## src/rtl/neopixel_pkg.sv

```systemverilog
// Shared WS2812 timing constants, error codes and the ns-to-cycle helper,
// used by both the neopixel driver and the neopixel receiver.
package neopixel_pkg;

    // Nominal transmit high times (driver side)
    localparam int unsigned T0H_NS     = 400;
    localparam int unsigned T1H_NS     = 800;

    // Receive classification thresholds
    localparam int unsigned T_MIN_NS   = 200;    // shorter high is a glitch
    localparam int unsigned T_SPLIT_NS = 600;    // high >= this is a '1'
    localparam int unsigned T_MAX_NS   = 1100;   // high reaching this is stuck
    localparam int unsigned T_LATCH_NS = 50000;  // low this long ends a frame

    // Error codes reported on error_code
    localparam logic [1:0] ERR_OVERFLOW   = 2'd0;
    localparam logic [1:0] ERR_SHORT_HIGH = 2'd1;
    localparam logic [1:0] ERR_LONG_HIGH  = 2'd2;
    localparam logic [1:0] ERR_PARTIAL    = 2'd3;

    typedef enum logic [1:0] {
        S_ARM,
        S_LOW,
        S_HIGH
    } rx_state_t;

    // Convert a duration in ns to whole clock cycles (truncating)
    function automatic int unsigned ns_to_cycles(input longint unsigned freq_hz,
                                                 input longint unsigned ns);
        longint unsigned cyc;
        cyc = (freq_hz * ns) / 64'd1_000_000_000;
        return 32'(cyc);
    endfunction

endpackage

```

## src/rtl/neopixel_sync.sv

```systemverilog
// Two-flop synchronizer for the asynchronous pixel line plus edge detection
// on the synchronized level.
module neopixel_sync (
    input  logic clk,
    input  logic rst,
    input  logic din,
    output logic level,
    output logic rise,
    output logic fall
);

    logic sync_p0;
    logic sync_p1;
    logic sync_p2;

    // Two metastability flops, a third holds the previous synced level
    always_ff @(posedge clk or posedge rst) begin
        if (rst) begin
            sync_p0 <= 1'b0;
            sync_p1 <= 1'b0;
            sync_p2 <= 1'b0;
        end else begin
            sync_p0 <= din;
            sync_p1 <= sync_p0;
            sync_p2 <= sync_p1;
        end
    end

    assign level = sync_p1;
    assign rise  = sync_p1 & ~sync_p2;
    assign fall  = ~sync_p1 & sync_p2;

endmodule

```

## src/rtl/neopixel_rx.sv

```systemverilog
// WS2812 one-wire receiver: measures high/low times of the synchronized line,
// assembles 24-bit GRB words, and reports pixels, frame latches and errors.
module neopixel_rx
    import neopixel_pkg::*;
#(
    parameter int unsigned C_FREQ_HZ = 125000000,
    parameter int          C_PIXELS  = 12,
    localparam int         IW        = $clog2(C_PIXELS + 1)
) (
    input  logic          neopixel_clock,
    input  logic          neopixel_reset,
    input  logic          neopixel_din,
    output logic          pixel_valid,
    output logic [IW-1:0] pixel_index,
    output logic [23:0]   pixel_data,
    output logic          frame_done,
    output logic [IW-1:0] frame_pixels,
    output logic          error,
    output logic [1:0]    error_code
);

    localparam int unsigned T_MIN   = ns_to_cycles(64'(C_FREQ_HZ), 64'(T_MIN_NS));
    localparam int unsigned T_SPLIT = ns_to_cycles(64'(C_FREQ_HZ), 64'(T_SPLIT_NS));
    localparam int unsigned T_MAX   = ns_to_cycles(64'(C_FREQ_HZ), 64'(T_MAX_NS));
    localparam int unsigned T_LATCH = ns_to_cycles(64'(C_FREQ_HZ), 64'(T_LATCH_NS));

    // One counter times both high and low phases; T_LATCH is the largest value
    localparam int CW = $clog2(T_LATCH + 1);

    localparam logic [CW-1:0] T_MIN_C   = CW'(T_MIN);
    localparam logic [CW-1:0] T_SPLIT_C = CW'(T_SPLIT);
    localparam logic [CW-1:0] T_MAX_C   = CW'(T_MAX);
    localparam logic [CW-1:0] T_LATCH_C = CW'(T_LATCH);
    localparam logic [IW-1:0] PIX_MAX   = IW'(C_PIXELS);

    logic          level;
    logic          rise;
    logic          fall;
    rx_state_t     state;
    logic [CW-1:0] cnt;
    logic [4:0]    bit_cnt;
    logic [IW-1:0] pix_cnt;
    logic [23:0]   shreg;
    logic          bit_val;
    logic          bit_ok;
    logic [23:0]   next_word;

    neopixel_sync u_sync (
        .clk   (neopixel_clock),
        .rst   (neopixel_reset),
        .din   (neopixel_din),
        .level (level),
        .rise  (rise),
        .fall  (fall)
    );

    // A falling edge ending a high that was long enough classifies one bit
    assign bit_val   = (cnt >= T_SPLIT_C);
    assign bit_ok    = (state == S_HIGH) && fall && (cnt >= T_MIN_C);
    assign next_word = {shreg[22:0], bit_val};

    // Bit shift register; a full word always overwrites it, so no reset needed
    always_ff @(posedge neopixel_clock) begin
        if (bit_ok) begin
            shreg <= next_word;
        end
    end

    // Receive FSM: arming, low/high timing, word/frame bookkeeping, outputs
    always_ff @(posedge neopixel_clock or posedge neopixel_reset) begin
        if (neopixel_reset) begin
            state        <= S_ARM;
            cnt          <= '0;
            bit_cnt      <= '0;
            pix_cnt      <= '0;
            pixel_valid  <= 1'b0;
            pixel_index  <= '0;
            pixel_data   <= '0;
            frame_done   <= 1'b0;
            frame_pixels <= '0;
            error        <= 1'b0;
            error_code   <= '0;
        end else begin
            pixel_valid <= 1'b0;
            frame_done  <= 1'b0;
            error       <= 1'b0;
            case (state)
                S_ARM: begin
                    // Wait for a full latch-length low so we never start mid-stream
                    bit_cnt <= '0;
                    pix_cnt <= '0;
                    if (level) begin
                        cnt <= '0;
                    end else if (cnt == T_LATCH_C - CW'(1)) begin
                        cnt   <= T_LATCH_C;
                        state <= S_LOW;
                    end else begin
                        cnt <= cnt + CW'(1);
                    end
                end
                S_LOW: begin
                    if (rise) begin
                        state <= S_HIGH;
                        cnt   <= CW'(1);
                    end else if (cnt == T_LATCH_C - CW'(1)) begin
                        // Latch reached; counter then saturates so this fires once
                        cnt <= T_LATCH_C;
                        if (bit_cnt != 5'd0) begin
                            error      <= 1'b1;
                            error_code <= ERR_PARTIAL;
                        end else if (pix_cnt != '0) begin
                            frame_done   <= 1'b1;
                            frame_pixels <= pix_cnt;
                        end
                        bit_cnt <= '0;
                        pix_cnt <= '0;
                    end else if (cnt != T_LATCH_C) begin
                        cnt <= cnt + CW'(1);
                    end
                end
                S_HIGH: begin
                    if (fall) begin
                        if (cnt < T_MIN_C) begin
                            error      <= 1'b1;
                            error_code <= ERR_SHORT_HIGH;
                            cnt        <= '0;
                            state      <= S_ARM;
                        end else begin
                            state <= S_LOW;
                            cnt   <= CW'(1);
                            if (bit_cnt == 5'd23) begin
                                bit_cnt <= '0;
                                if (pix_cnt == PIX_MAX) begin
                                    // Frame already full: drop the word, keep going
                                    error      <= 1'b1;
                                    error_code <= ERR_OVERFLOW;
                                end else begin
                                    pixel_valid <= 1'b1;
                                    pixel_index <= pix_cnt;
                                    pixel_data  <= next_word;
                                    pix_cnt     <= pix_cnt + IW'(1);
                                end
                            end else begin
                                bit_cnt <= bit_cnt + 5'd1;
                            end
                        end
                    end else if (cnt == T_MAX_C - CW'(1)) begin
                        // Line stuck high: abort without waiting for the fall
                        error      <= 1'b1;
                        error_code <= ERR_LONG_HIGH;
                        cnt        <= '0;
                        state      <= S_ARM;
                    end else begin
                        cnt <= cnt + CW'(1);
                    end
                end
                default: begin
                    state <= S_ARM;
                    cnt   <= '0;
                end
            endcase
        end
    end

endmodule

```

## config.mk

```make
export PLATFORM = sky130hd
export DESIGN_NAME = neopixel_rx
export DESIGN_NICKNAME = d
export VERILOG_FILES = /design/src/rtl/neopixel_pkg.sv /design/src/rtl/neopixel_sync.sv /design/src/rtl/neopixel_rx.sv
export SDC_FILE = /design/constraint.sdc
export NUM_CORES = 1
export LEC_CHECK = 0
export BUFFER_PORTS_ARGS = -buffer_cell sky130_fd_sc_hd__buf_2
export CORE_ASPECT_RATIO = 0.8
export CORE_UTILIZATION = 53
export DETAILED_ROUTE_END_ITERATION = 8
export HOLD_SLACK_MARGIN = 0.06
export PLACE_DENSITY = 0.76
export SYNTH_ARGS = -nofsm -noshare
export SYNTH_HDL_FRONTEND = slang
export SYNTH_HIERARCHICAL = 1
export SYNTH_SLANG_ARGS = --single-unit
```

## constraint.sdc

```tcl
create_clock -name neopixel_clock -period 2.5 [get_ports neopixel_clock]
set_input_delay 0.75 -clock neopixel_clock [delete_from_list [all_inputs] [get_ports neopixel_clock]]
set_output_delay 0.75 -clock neopixel_clock [all_outputs]
set_load 0.01 [all_outputs]
```

After elaboration in Yosys (flattened, before gate mapping)
Index checks and enable logic that the tools add are counted.
- input bits: 3
- register bits after elaboration: 87
- reduce and logical (&&, ||, !) cells: 13
- equality and inequality tests: 21
- $add $sub $neg: 3
- order comparisons: 3
- bitwise gates (word level): 8
- muxes and demuxes: 57
- operator list (cell ; number):
    13-bit two-way mux ; 7
    13-bit one-hot mux with 3 select lines ; 1
    2-bit two-way mux ; 13
    5-bit two-way mux ; 5
    4-bit two-way mux ; 6
    1-bit two-way mux ; 20
    2-bit inequality test (second input constant) ; 9
    5-bit one-hot mux with 3 select lines ; 1
    5-bit AND reduction ; 3
    7-bit AND reduction ; 2
    13-bit by 1-bit adder with 13-bit output (second input constant) ; 1
    13-bit == test (second input constant) ; 1
    13-bit by 8-bit == test with 1-bit output (second input constant) ; 1
    13-bit by 5-bit >= comparator with 1-bit output (second input constant) ; 1
    13-bit by 7-bit >= comparator with 1-bit output (second input constant) ; 1
    13-bit by 5-bit < comparator with 1-bit output (second input constant) ; 1
    13-bit inequality test (second input constant) ; 1
    4-bit one-hot mux with 3 select lines ; 1
    4-bit by 2-bit inequality test with 1-bit output (second input constant) ; 2
    1-bit inverter ; 6
    2-bit one-hot mux with 3 select lines ; 1
    5-bit by 1-bit adder with 5-bit output (second input constant) ; 1
    5-bit == test (second input constant) ; 1
    5-bit nonzero test ; 1
    16 further kinds ; 18

Longest topological paths before layout
- word-level depth: 6
- mapped depth: 10
- depth with buffers taken out: 8

Modules after synthesis
The synthesis kept the hierarchy.
- by module, submodules not included (module ; area an instance (um2) ; sequential area each (um2) ; instances ; cells an instance):
    neopixel_rx ; 3862.5 ; 2217.1 ; 1 ; 370
    neopixel_sync ; 93.8 ; 75.1 ; 1 ; 6

Worst setup path before layout
OpenSTA, ideal clock, no wires.
- path kind: register to register
- from: register cnt[3]
- to: register shreg[0], enable pin
- path buffers: 1
- setup slack: 0.051 ns
- library setup time: 0.411 ns
- stages on the path, launching flop included: 5
- data arrival time: 2.039 ns
- cells stage by stage: dfrtp_1 -> clkbuf_1 -> o311a_1 -> nor3_2 -> a21oi_1
- longest elaborated chain between the ends: 2
- RTL lines (what ; line ; source):
    start, declared ; neopixel_rx.sv:40 ; logic [CW-1:0] cnt;
    start signal, assigned ; neopixel_rx.sv:98 ; cnt <= cnt + CW'(1);
    start signal, assigned ; neopixel_rx.sv:118 ; cnt <= cnt + CW'(1);
    start signal, assigned ; neopixel_rx.sv:154 ; cnt <= cnt + CW'(1);
    13-bit by 5-bit >= comparator with 1-bit output ; neopixel_rx.sv:59 ; assign bit_ok = (state == S_HIGH) && fall && (cnt >= T_MIN_C);
    1-bit logical AND ; neopixel_rx.sv:59 ;
    named net bit_ok ; neopixel_rx.sv:45 ; logic bit_ok;
    end signal, assigned ; neopixel_rx.sv:65 ; shreg <= next_word;
    end, declared ; neopixel_rx.sv:43 ; logic [23:0] shreg;
The timed path passes the listed nets, and every way through them passes these cells.
A chain may end at the register's enable or synchronous reset.

Final worst setup path
- from: register cnt[1]
- to: register bit_cnt[4]
- longest elaborated chain between the ends: 3
- elaborated cells on any way between the ends: 5
- RTL lines (what ; line ; source):
    13-bit by 5-bit < comparator with 1-bit output / 13-bit == test (equally long branches) ; neopixel_rx.sv:123, neopixel_rx.sv:105 ;
    2-bit inequality test (no source line) ; -- ;
    5-bit AND reduction (no source line) * ; -- ;
    end signal, assigned ; neopixel_rx.sv:144 ; bit_cnt <= bit_cnt + 5'd1;
    end, declared ; neopixel_rx.sv:41 ; logic [4:0] bit_cnt;
Mark *: on every way between the ends. The rest lies on a longest branch, timed or not.

==> flow_summary.json <==
{
  "irDropWorstVdd_v": 0.000351,
  "cts_tree": "built",
  "setup_viol_count_final": 0,
  "pwr-share-comb_pct": 2.4,
  "worstReg2RegStart": "cnt[1]",
  "reg2reg_to": "bit_cnt[4]",
  "start_util_pct": 56.0,
  "max_freq_mhz": 436,
  "syn_inst": 376,
  "ff2ff_setup_slack_ns": 0.21,
  "p_sw_share_pct": 21.2,
  "muxShareOfSynthArea_pct": 2.53,
  "dieWidth_um": 98.6,
  "cts-htree-levels": 3,
  "synth-compound-area-share_pct": 9.74,
  "worstRegToRegCells": 7,
  "cts_inserted_buffers": 9,
  "max-clock-path-buffers": 2,
  "p_clk_share_pct": 44.0,
  "total_power_mw": 2.73,
  "synth_top_area_share_pct": 40.5,
  "wl_per_cell_um": 15.8,
  "crit_required_ns": 2.81,
  "vias_per_cell": 5.60,
  "clock-sinks": 87,
  "coreArea_sq_mm": 0.00706,
  "seqPwrFrac_pct": 53.6,
  "syn_avg_cell_area_sq_um": 10.5,
  "p_sw_mw": 0.579,
  "yosys_warnings": 6,
  "grt_max_degree": 25,
  "grt_pass1_wl_mm": 13.7,
  "maxCapViolCount": 0,
  "maxSlewViolCount": 0,
  "diodes": 0,
  "synth_top_family_by_area": "simple AND/OR/NAND/NOR gates",
  "gp_congestion": 0.901,
  "dpl.hpwl_mm": 5.69,
  "finalHoldViolations": 0,
  "rsz0062_at_grt": "no",
  "gr-usage-all-layers_pct": 23.2,
  "netlist_area_sq_mm": 0.00396,
  "io_pins": 40,
  "internal_power_mw": 2.15,
  "yosys.area.top_type": "dfrtp_1",
  "antenna_found_initial": 0,
  "final_cell_mix": "nand2_1, dfrtp_1, buf_2",
  "clkTransAtPathRegs_ns": 0.09,
  "syn_to_final_growth_pct": 16.3,
  "drtIter0Drc": 180,
  "powerDensity_mw_per_mm2": 594,
  "final_common_cell": "nand2_1",
  "ys.flop_type": "dfrtp_1",
  "skew_ns": 0.0102,
  "cp_max_fo": 7,
  "relSlewSlack_pct": 63.4,
  "drt_wl_total_mm": 8.28,
  "dr.pass1.iters": 5,
  "fin_crit_sh_pct": 91.8,
  "overflow": 0,
  "die_h_um": 79.3,
  "final_nets": 448,
  "floorplan.rows": 27,
  "ys_ff_latch": 87,
  "fin_tns_setup_ns": 0,
  "post-route-util_pct": 65.2,
  "cp-start-kind": "register",
  "drc_errors": 0,
  "ys_types": 56,
  "portBuffers": 39,
  "drive_above_1_share_pct": 21.3,
  "critPathCaptureType": "register",
  "worstSkewPairLatency_ns": 0.37,
  "via_count": 2933,
  "synthAdderAreaFrac_pct": 4.11,
  "die-area_sq_mm": 0.00782,
  "synth_simple_gate_area_share_pct": 20.2,
  "fin_crit_ns": 2.29,
  "cp.arrival_ns": 2.60,
  "synthXorXnorAreaFrac_pct": 2.44,
  "timing.hold.ws_ns": 0.255,
  "crit_type": "reg -> reg",
  "synthArstFlopShare_pct": 73.6,
  "power.leakage_nw": 2.16,
  "synth_fp_nets": 392,
  "min_path_type": "in -> async",
  "synth-edff-count": 23,
  "clock-root-buffer": "clkbuf_8",
  "tightest_slew_ns": 0.548,
  "netlist_top_cells_area": "dfrtp_1, edfxtp_1, nand2_1",
  "grt_pass1_vias": 2812,
  "status": "finished clean",
  "ys_seq_area_share_pct": 57.9,
  "ant_nets": 0
}
-- sequential cells by signal, summed over array words and instances, names as in the netlist --
signal,count
bit_cnt,5
cnt,13
error,1
error_code,2
frame_done,1
frame_pixels,4
pix_cnt,4
pixel_data,24
pixel_index,4
pixel_valid,1
shreg,23
state,2
u_sync/level,1
u_sync/sync_p0,1
u_sync/sync_p2,1
-- cell type report --
| class | instances | area (sq um) |
|---|---|---|
| clock buffers | 10 | 128 |
| clock inverters | 6 | 116 |
| fillers | 565 | 2460 |
| inverters | 20 | 75.1 |
| multi-input cells | 257 | 1550 |
| flip-flops and latches | 87 | 2290 |
| well taps | 87 | 109 |
| repair buffers | 57 | 330 |
-- power by group through the flow --
stage               clock [mW]  combinational (mW)  sequential (mW)
floorplan                    0              0.0456             1.49
detailed placement           0              0.0662             1.49
global placement             0              0.0654             1.49
global route              1.28              0.0749             1.47
finish                    1.20              0.0657             1.46
CTS                       1.22              0.0667             1.46
-- critical path: stages, from the launching register on --
cell and delay [ns]:
dfrtp_1 0.45, inv_1 0.13, ha_1 0.27, nand3_1 0.09, or4_4 0.48, o21a_4 0.24
or4_1 0.50, nand3_1 0.09
-- metrics by stage --
| stage | area [sq um] | worst slack (ns) | instances |
|---|---|---|---|
| after floorplan | 3960 | 0.0506 | 376 |
| after global placement | 4350 | 0.180 | 508 |
| after global routing | 4600 | 0.0860 | 524 |
| after detailed placement | 4350 | 0.143 | 508 |
| after CTS | 4600 | 0.118 | 524 |
| final | 4600 | 0.206 | 524 |
-- cells in the mapped netlist, drive strengths merged, types with 7 or more instances --
library cell,n
clkbuf,11
dfrtp,64
edfxtp,23
ha,13
inv,20
mux2,8
nand2,91
nand3,13
nor2,15
nor3,7
o21ai,18
-- worst max path at each step --
stage | slack, ns | depth (start not counted) | startpoint | end
2_1_floorplan | 0.05 | 4 | cnt[3] | shreg[0]
3_3_place_gp | 0.18 | 5 | cnt[8] | bit_cnt[4]
3_5_place_dp | 0.14 | 7 | cnt[1] | bit_cnt[4]
4_1_cts | 0.12 | 7 | cnt[1] | bit_cnt[4]
5_1_grt | 0.09 | 7 | cnt[1] | error_code[1]
6_report | 0.21 | 7 | cnt[1] | bit_cnt[4]
-- repair_timing --
item / 4_1_cts / 5_1_grt
resized for setup: 0 / 1
buffers inserted: 0 / 0
setup endpoints to repair: 0 / 1
hold buffers: 0 / 0
-- layer usage --
| metal | vias up | part of all wire (%) | GRT usage [%] |
|---|---|---|---|
| li1 | 1419 | - | - |
| met1 | 1408 | 48 | 33.4 |
| met2 | 95 | 45 | 35.1 |
| met3 | 11 | 5.5 | 6.16 |
| met4 | 0 | 1.0 | 5.52 |
| met5 | - | 0 | 0 |
-- kinds of logic after synthesis --
kind of cell	Yosys count
AO/OA/AOI/OAI	56
XOR/XNOR	11
adder cells (fa/ha/maj)	13
buffers and inverters	32
flip-flops	87
multiplexers	9
AND/OR/NAND/NOR	168
Note: power is estimated with default switching activity, not from simulation.
